[src/rtl/mac3_stream.sv]
`default_nettype none
// ============================================================================
//  Module      : mac3_stream
//  Description : Streaming three-sample multiply-accumulate engine.
//                Keeps a sliding window of the last two valid samples and,
//                for every third consecutive valid sample, issues
//                a*b+c (mode=0) or a*b-c (mode=1), where a is the oldest,
//                b the middle and c the newest (incoming) sample. Results
//                are wrapped or saturated to WIDTH bits and travel through a
//                LAT-stage output pipeline.
//
//  Parameters  : WIDTH  sample/result width in bits (>= 2)
//                LAT    result latency in cycles after the edge sampling c (1..4)
//                SAT    0 = wrap to WIDTH bits, 1 = clamp to [0, 2^WIDTH-1]
//
//  Ports       : clk       in   rising-edge clock
//                rst_n     in   asynchronous active-low reset
//                validi    in   data_in is valid this cycle
//                mode      in   0 = add c, 1 = subtract c (used on issue edges)
//                data_in   in   unsigned sample, WIDTH bits
//                valido    out  data_out/ovf are valid this cycle
//                data_out  out  result, WIDTH bits (0 when valido=0)
//                ovf       out  exact result fell outside [0, 2^WIDTH-1]
//
//  Revision    : 1.0  initial release
// ============================================================================
module mac3_stream #(
    parameter int WIDTH = 32,
    parameter int LAT   = 1,
    parameter int SAT   = 0
) (
    input  logic             clk,
    input  logic             rst_n,
    input  logic             validi,
    input  logic             mode,
    input  logic [WIDTH-1:0] data_in,
    output logic             valido,
    output logic [WIDTH-1:0] data_out,
    output logic             ovf
);

    // Intermediate is 2*WIDTH+1 bits: the largest a*b+c is below 2^(2*WIDTH)
    // and the smallest a*b-c is above -2^WIDTH, so one extra sign bit makes
    // the computation exact.
    localparam int c_RW = 2 * WIDTH + 1;

    typedef enum logic [1:0] {
        ST_EMPTY = 2'd0,
        ST_ONE   = 2'd1,
        ST_TWO   = 2'd2,
        ST_RUN   = 2'd3
    } state_t;

    state_t           r_state;
    logic [WIDTH-1:0] r_win_old;
    logic [WIDTH-1:0] r_win_new;

    logic             w_issue;
    logic [2*WIDTH-1:0] w_prod;
    logic [c_RW-1:0]  w_c_ext;
    logic [c_RW-1:0]  w_r;
    logic             w_neg;
    logic             w_big;
    logic             w_ovf;
    logic [WIDTH-1:0] w_res;

    // Pipeline stage storage; index 0 is loaded on the issue edge, index
    // LAT-1 drives the outputs.
    logic             r_pv [LAT];
    logic [WIDTH-1:0] r_pd [LAT];
    logic             r_po [LAT];

    // ------------------------------------------------------------------------
    // Window FSM. A valid sample always shifts into the window; a gap flushes
    // the window so no result ever mixes samples from different bursts.
    // ------------------------------------------------------------------------
    always_ff @(posedge clk or negedge rst_n) begin
        if (!rst_n) begin
            r_state   <= ST_EMPTY;
            r_win_old <= '0;
            r_win_new <= '0;
        end else if (validi) begin
            r_win_old <= r_win_new;
            r_win_new <= data_in;
            case (r_state)
                ST_EMPTY: r_state <= ST_ONE;
                ST_ONE:   r_state <= ST_TWO;
                default:  r_state <= ST_RUN;
            endcase
        end else begin
            r_state   <= ST_EMPTY;
            r_win_old <= '0;
            r_win_new <= '0;
        end
    end

    assign w_issue = validi && ((r_state == ST_TWO) || (r_state == ST_RUN));

    // ------------------------------------------------------------------------
    // Exact arithmetic. Operands are zero-extended so the subtraction result
    // is a two's-complement value whose top bit is the sign.
    // ------------------------------------------------------------------------
    assign w_prod  = {{WIDTH{1'b0}}, r_win_old} * {{WIDTH{1'b0}}, r_win_new};
    assign w_c_ext = {{(WIDTH + 1){1'b0}}, data_in};
    assign w_r     = mode ? ({1'b0, w_prod} - w_c_ext)
                          : ({1'b0, w_prod} + w_c_ext);

    assign w_neg = w_r[c_RW-1];
    // Any set bit above WIDTH on a non-negative value means r > 2^WIDTH-1.
    assign w_big = !w_neg && (|w_r[2*WIDTH-1:WIDTH]);
    assign w_ovf = w_neg || w_big;

    generate
        if (SAT != 0) begin : g_sat
            assign w_res = w_neg ? '0 : (w_big ? '1 : w_r[WIDTH-1:0]);
        end else begin : g_wrap
            assign w_res = w_r[WIDTH-1:0];
        end
    endgenerate

    // ------------------------------------------------------------------------
    // Output pipeline. Every edge loads stage 0 (a bubble when not issuing)
    // and shifts the rest, so in-flight results survive window breaks.
    // ------------------------------------------------------------------------
    always_ff @(posedge clk or negedge rst_n) begin
        if (!rst_n) begin
            for (int i = 0; i < LAT; i++) begin
                r_pv[i] <= 1'b0;
                r_pd[i] <= '0;
                r_po[i] <= 1'b0;
            end
        end else begin
            r_pv[0] <= w_issue;
            r_pd[0] <= w_issue ? w_res : '0;
            r_po[0] <= w_issue && w_ovf;
            for (int i = LAT - 1; i > 0; i--) begin
                r_pv[i] <= r_pv[i-1];
                r_pd[i] <= r_pd[i-1];
                r_po[i] <= r_po[i-1];
            end
        end
    end

    assign valido   = r_pv[LAT-1];
    assign data_out = r_pv[LAT-1] ? r_pd[LAT-1] : '0;
    assign ovf      = r_pv[LAT-1] && r_po[LAT-1];

endmodule
`default_nettype wire

[config.mk]
export PLATFORM = sky130hd
export DESIGN_NAME = mac3_stream
export DESIGN_NICKNAME = d
export VERILOG_FILES = /design/src/rtl/mac3_stream.sv
export SDC_FILE = /design/constraint.sdc
export NUM_CORES = 2
export LEC_CHECK = 0
export CAP_MARGIN = 25
export CORE_MARGIN = 2
export CORE_UTILIZATION = 50
export DETAILED_ROUTE_END_ITERATION = 10
export PLACE_DENSITY_LB_ADDON = 0.1
export SLEW_MARGIN = 10
export SYNTH_ARGS = -nofsm -noshare
export SYNTH_HDL_FRONTEND = slang
export SYNTH_SLANG_ARGS = --single-unit
[constraint.sdc]
create_clock -name clk -period 13.29 [get_ports clk]
set_input_delay 1.9935 -clock clk [delete_from_list [all_inputs] [get_ports clk]]
set_output_delay 1.9935 -clock clk [all_outputs]
set_load 0.05 [all_outputs]
* After elaboration in Yosys (flattened, before gate mapping)
Index checks and enable logic that the tools add are counted.
Widths: inputs -> output; s select.
** Storage, ports and cells
- Register bits after elaboration :: 100
- Bits of input ports :: 36
** Operators by class
- Reductions and logical operators :: 9
- Add/sub/neg operators :: 2
- Multiplexer cells :: 7
- Equal/unequal tests :: 3
- Multipliers :: 1
** Operators by type and width (count)
- $mux 32 :: 4
- $add 64x32->65 :: 1
- $mux 65 :: 1
- $sub 64x32->65 :: 1
- $mul 32x32->64 :: 1
- $reduce_or 32->1 :: 1
- $eq 2x2->1 const B :: 2
- $logic_and 1x1->1 :: 4
- $pmux 2 s2 :: 1
- $eq 2x1->1 const B :: 1
- $logic_not 2->1 :: 1
- $logic_or 1x1->1 :: 2
- $mux 2 :: 1
- $logic_not 1->1 :: 1

* Logic depth before layout (Yosys ltp)
- Depth in word-level cells :: 7
- Gate-level depth with buffers :: 46

* Worst setup path before layout
Ideal clock, no wire load.
- Path type :: register -> register
- Start point :: reg r_win_new[2]
- End point :: reg r_po
- Arrival time :: 10.661 ns
- Path slack :: 2.493 ns
- Stages on the path, launching flop included :: 42
- Required time :: 13.154 ns
- Path buffers :: 1
- Path through :: dfrtp_1 > clkbuf_1 > and2_1 > fa_1 > inv_1 > fa_1 > fa_1 > fa_1 > inv_1 > fa_1 > fa_1 > fa_1 > inv_1 > fa_1 > inv_1 > ha_1 > a21o_1 > a21o_1 > [... 6 more ...] > a221oi_2 > o21ai_1 > a221o_1 > a21oi_1 > xnor2_1 > ha_1 > nor2_1 > a21oi_1 > o221ai_1 > a2111oi_0 > o2111ai_1 > nor4b_1 > nand4_1 > nor4b_1 > nand4_1 > or4_1 > a2111oi_0 > a31oi_1
** Between the ends
- Word-level cells in the longest chain between the ends :: 7
- Elaborated cells between the ends (all ways) :: 9
- Classes of those cells :: add/sub: 2; mul: 1; mux: 1; reduce/logical: 5
** RTL lines
- start: declaration :: RTL line 56 : logic [WIDTH-1:0] r_win_new;
- start signal: assignment :: RTL line 84 : r_win_new <= data_in;
- $mul 32x32->64 * :: RTL line 103 : assign w_prod = {{WIDTH{1'b0}}, r_win_old} * {{WIDTH{1'b0}}, r_win_new};
- $add 64x32->65 / $sub 64x32->65 (equally long branches) :: RTL line 106, 105
- $mux 65 * :: RTL line 105 : assign w_r = mode ? ({1'b0, w_prod} - w_c_ext)
- $reduce_or 32->1 / $logic_not 1->1 (equally long branches) :: RTL line 110 : assign w_big = !w_neg && (|w_r[2*WIDTH-1:WIDTH]);
- $logic_and 1x1->1 :: RTL line 110
- $logic_or 1x1->1 * :: RTL line 111 : assign w_ovf = w_neg || w_big;
- $logic_and 1x1->1 * :: RTL line 135 : r_po[0] <= w_issue && w_ovf;
- end signal: indexed assignment :: RTL line 139 : r_po[i] <= r_po[i-1];
- end: declaration :: RTL line 71 : logic r_po [LAT];
Mark *: on every way between the ends. The rest lies on a longest branch, timed or not.

* Worst setup path after layout
- Start point :: reg r_win_new[11]
- End point :: reg r_po
Same word-level chain as after synthesis.

==> results.txt <==
Sink Count -> 100
Pre-antenna DRT Iters -> 5
Clk Latency, worst-skew pair -> 390 ps
Worst slew margin -> 0.2844
Synth Cell Area -> 0.04099 mm^2
max incr delay on CP -> 870 ps
leak pwr -> 21.64 nW
slowest CP cell -> dfrtp_1
buffer levels on the longest clock path -> 2
Post CTS Setup Buffer Count -> 0
Seq cells post-synth -> 100
final setup fails -> 0
Comb pwr share -> 0.815
Reg-to-Reg Start -> r_win_new[11]$_DFF_PN0_
dominant synthesized flop cell -> dfrtp_1
DPL Wire Length -> 94.23 mm
Root Buffer -> clkbuf_16
Final period util -> 0.9391
# IOs -> 70
crit path kind -> register to register
Sw Share -> 0.5602
GR Util All Layers -> 0.2832
Max Cap Viol -> 0
YS warnings -> 0
Core ar. -> 0.08158 mm^2
global-route wire length before repair -> 186.1 mm
CP Launch Point -> r_win_new[11]$_DFF_PN0_
Initial DRC Count -> 1970
RD Place Congestion -> 0.9292
Clock Skew -> 14.17 ps
Clk pwr share -> 0.084
total negative setup slack -> 0 ps
Synthesized Nets -> 5884
sequential share of power -> 0.101
Die Wd -> 290.3 um
cell mode on critical path -> fa_1
vias in the first global route -> 32100
row count -> 105
fmax -> 0.08012 GHz
commonest non-fill, non-tap cell in the layout -> inv_1
ANT nets after route -> 0
CP Capture Type -> register
final WL -> 114.1 mm
DIE AREA -> 0.08429 mm^2
Clock transition at path regs -> 90 ps
area grow syn2layout -> 4.908%
pin count of the biggest net entering global routing -> 68
hold_buf cts -> 0
Sw Pwr -> 2.140 mW
Overflow after GRT -> 0
HP Class -> register to register
Hold Crit Start -> r_state[0]$_DFF_PN0_
Startpoint Class -> register
Tmin final -> 12480 ps
Distinct cells, synth -> 66
ratio of cells with drive above 1 in the final layout -> 0.02734
Seq/Total Area, Yosys -> 0.06105
Pins Over Slew Limit -> 0
unrepaired setup endpoints after global routing -> no
Post-synth EDFFs -> 0
drt via density -> 5.399
outcome -> complete, no violations
initial antenna violation count -> 9
worst-path maximum fanout -> 18
syn_area_per_cell -> 8.869 um^2
Final Hold Viols -> 0
Via Count -> 30280
most frequent cells in the layout -> 900 x inv_1, 897 x fa_1, 630 x and2_1, 592 x nand2_1, 329 x ha_1
pre-CTS WS -> 912.4 ps
IO Port Bufs -> 69
NumNets Final -> 5792
cts bufs inserted -> 9
data arrival time of the worst path -> 12730 ps
worst slew pin tran -> 1073 ps
Int Pwr -> 1.680 mW
Starting Density -> 0.5024
CTS tree -> built
DRC viols -> 0
maximum VDD drop -> 0.1096 mV
PwrDens -> 88.84 mW/mm^2
WL per Instance -> 20.34 um
Gate Count Post-Synth -> 4622
H-tree depth -> 3
die height -> 290.3 um
Crit path required time -> 13540 ps
final worst slack -> 808.8 ps
asr flop ratio synth -> 1.000
## routing by layer
layer | wire length (um) | share of wire | GRT usage
met3 | 7987 | 0.070 | 0.04596
met1 | 53670 | 0.47 | 0.4267
met2 | 50220 | 0.44 | 0.4313
met4 | 2190 | 0.019 | 0.05971
met5 | 0 | 0 | 0
## cells in the mapped netlist, types with 18 or more instances
| master | n | area [um^2] |
|---|---|---|
| nor3_1 | 31 | 155.2 |
| o21ai_0 | 76 | 380.4 |
| and2_1 | 630 | 3941 |
| fa_1 | 897 | 17960 |
| a21oi_1 | 155 | 775.7 |
| nand4_1 | 25 | 156.4 |
| nand3_1 | 29 | 145.1 |
| nand2_1 | 592 | 2222 |
| nor2_1 | 117 | 439.2 |
| a31oi_1 | 18 | 112.6 |
| inv_1 | 900 | 3378 |
| a21o_1 | 103 | 773.2 |
| clkbuf_1 | 242 | 908.4 |
| o21bai_1 | 19 | 142.6 |
| ha_1 | 329 | 4116 |
| nand2b_1 | 25 | 156.4 |
| dfrtp_1 | 100 | 2502 |
| xor2_1 | 40 | 350.3 |
| xnor2_1 | 89 | 779.5 |
## final timing paths
check / to / slack [ps] / cells after the start
setup reg to reg: r_po$_DFF_PN0_ / 810 / 42
setup / recovery: r_po$_DFF_PN0_ / 810 / 42
hold / removal: r_state[0]$_DFF_PN0_ / 470 / 1
hold reg to reg: r_state[0]$_DFF_PN0_ / 470 / 1
max in group asynchronous: r_win_new[19]$_DFF_PN0_ / 10280 / 2
min in group asynchronous: r_win_new[5]$_DFF_PN0_ / 1710 / 1
## power by group through the flow
stage	clock network [mW]	logic [mW]	registers, mW
floorplan	0	2.19	0.350
detailed placement	0	3.04	0.390
global route	0.334	3.45	0.390
global placement	0	3.07	0.394
finish	0.321	3.11	0.387
CTS	0.327	3.08	0.385
## logic make-up (layout without fill, tap and decap cells)
| kind of cell | after synthesis | after routing | share of synthesized area |
|---|---|---|---|
| DFF | 100 | 100 | 0.06105 |
| adders and majority gates | 1226 | 1226 | 0.5385 |
| other | 0 | 3 | 0 |
| xor gates and xnor gates | 129 | 129 | 0.02756 |
| AOI/OAI and AO/OA | 471 | 471 | 0.07445 |
| buffers and inverters | 1149 | 1062 | 0.1052 |
| muxes | 7 | 7 | 0.001770 |
| and+or+nand+nor | 1540 | 1540 | 0.1914 |
## flip-flops by register name (all words and copies together) (netlist names)
signal / flops
valido: 1
r_pd: 32
r_po: 1
r_win_new: 32
r_state: 2
r_win_old: 32
## layout make-up
cell class	instances	area (um^2)
Inverter	900	3378
Antenna cell	3	7.507
Clock buffer	9	225.2
Clock inverter	7	108.9
Timing Repair Buffer	146	1264
Sequential cell	100	2505
Tap cell	1070	1339
Fill cell	7724	38580
Multi-Input combinational cell	3373	34180
## per-stage QoR
stage | instances | utilization | total power, mW | hold WS (ps) | area, um^2
6_report | 5608 | 0.5271 | 3.820 | 466.3 | 43000
5_1_grt | 5608 | 0.5271 | 4.178 | 500.5 | 43000
4_1_cts | 5605 | 0.5270 | 3.792 | 473.3 | 42990
3_5_place_dp | 5589 | 0.5229 | 3.431 | 464.0 | 42660
3_3_place_gp | 5588 | 0.5227 | 3.462 | 455.8 | 42640
2_1_floorplan | 4622 | - | 2.544 | 429.9 | 40990
## critical path: cells and delay by family, from the launching register on
| family | cells | cell delay, ps |
|---|---|---|
| AOI/OAI and AO/OA | 18 | 4430 |
| DFF | 1 | 870 |
| xor gates and xnor gates | 1 | 100 |
| adders and majority gates | 10 | 4630 |
| buffers and inverters | 6 | 660 |
| and+or+nand+nor | 7 | 1630 |
## repair_timing
action | 4_1_cts | 5_1_grt
resized for setup | 0 | 1
setup endpoints to repair | 0 | 1
hold endpoints to repair | 0 | 0
Note: power is estimated with default switching activity, not from simulation.
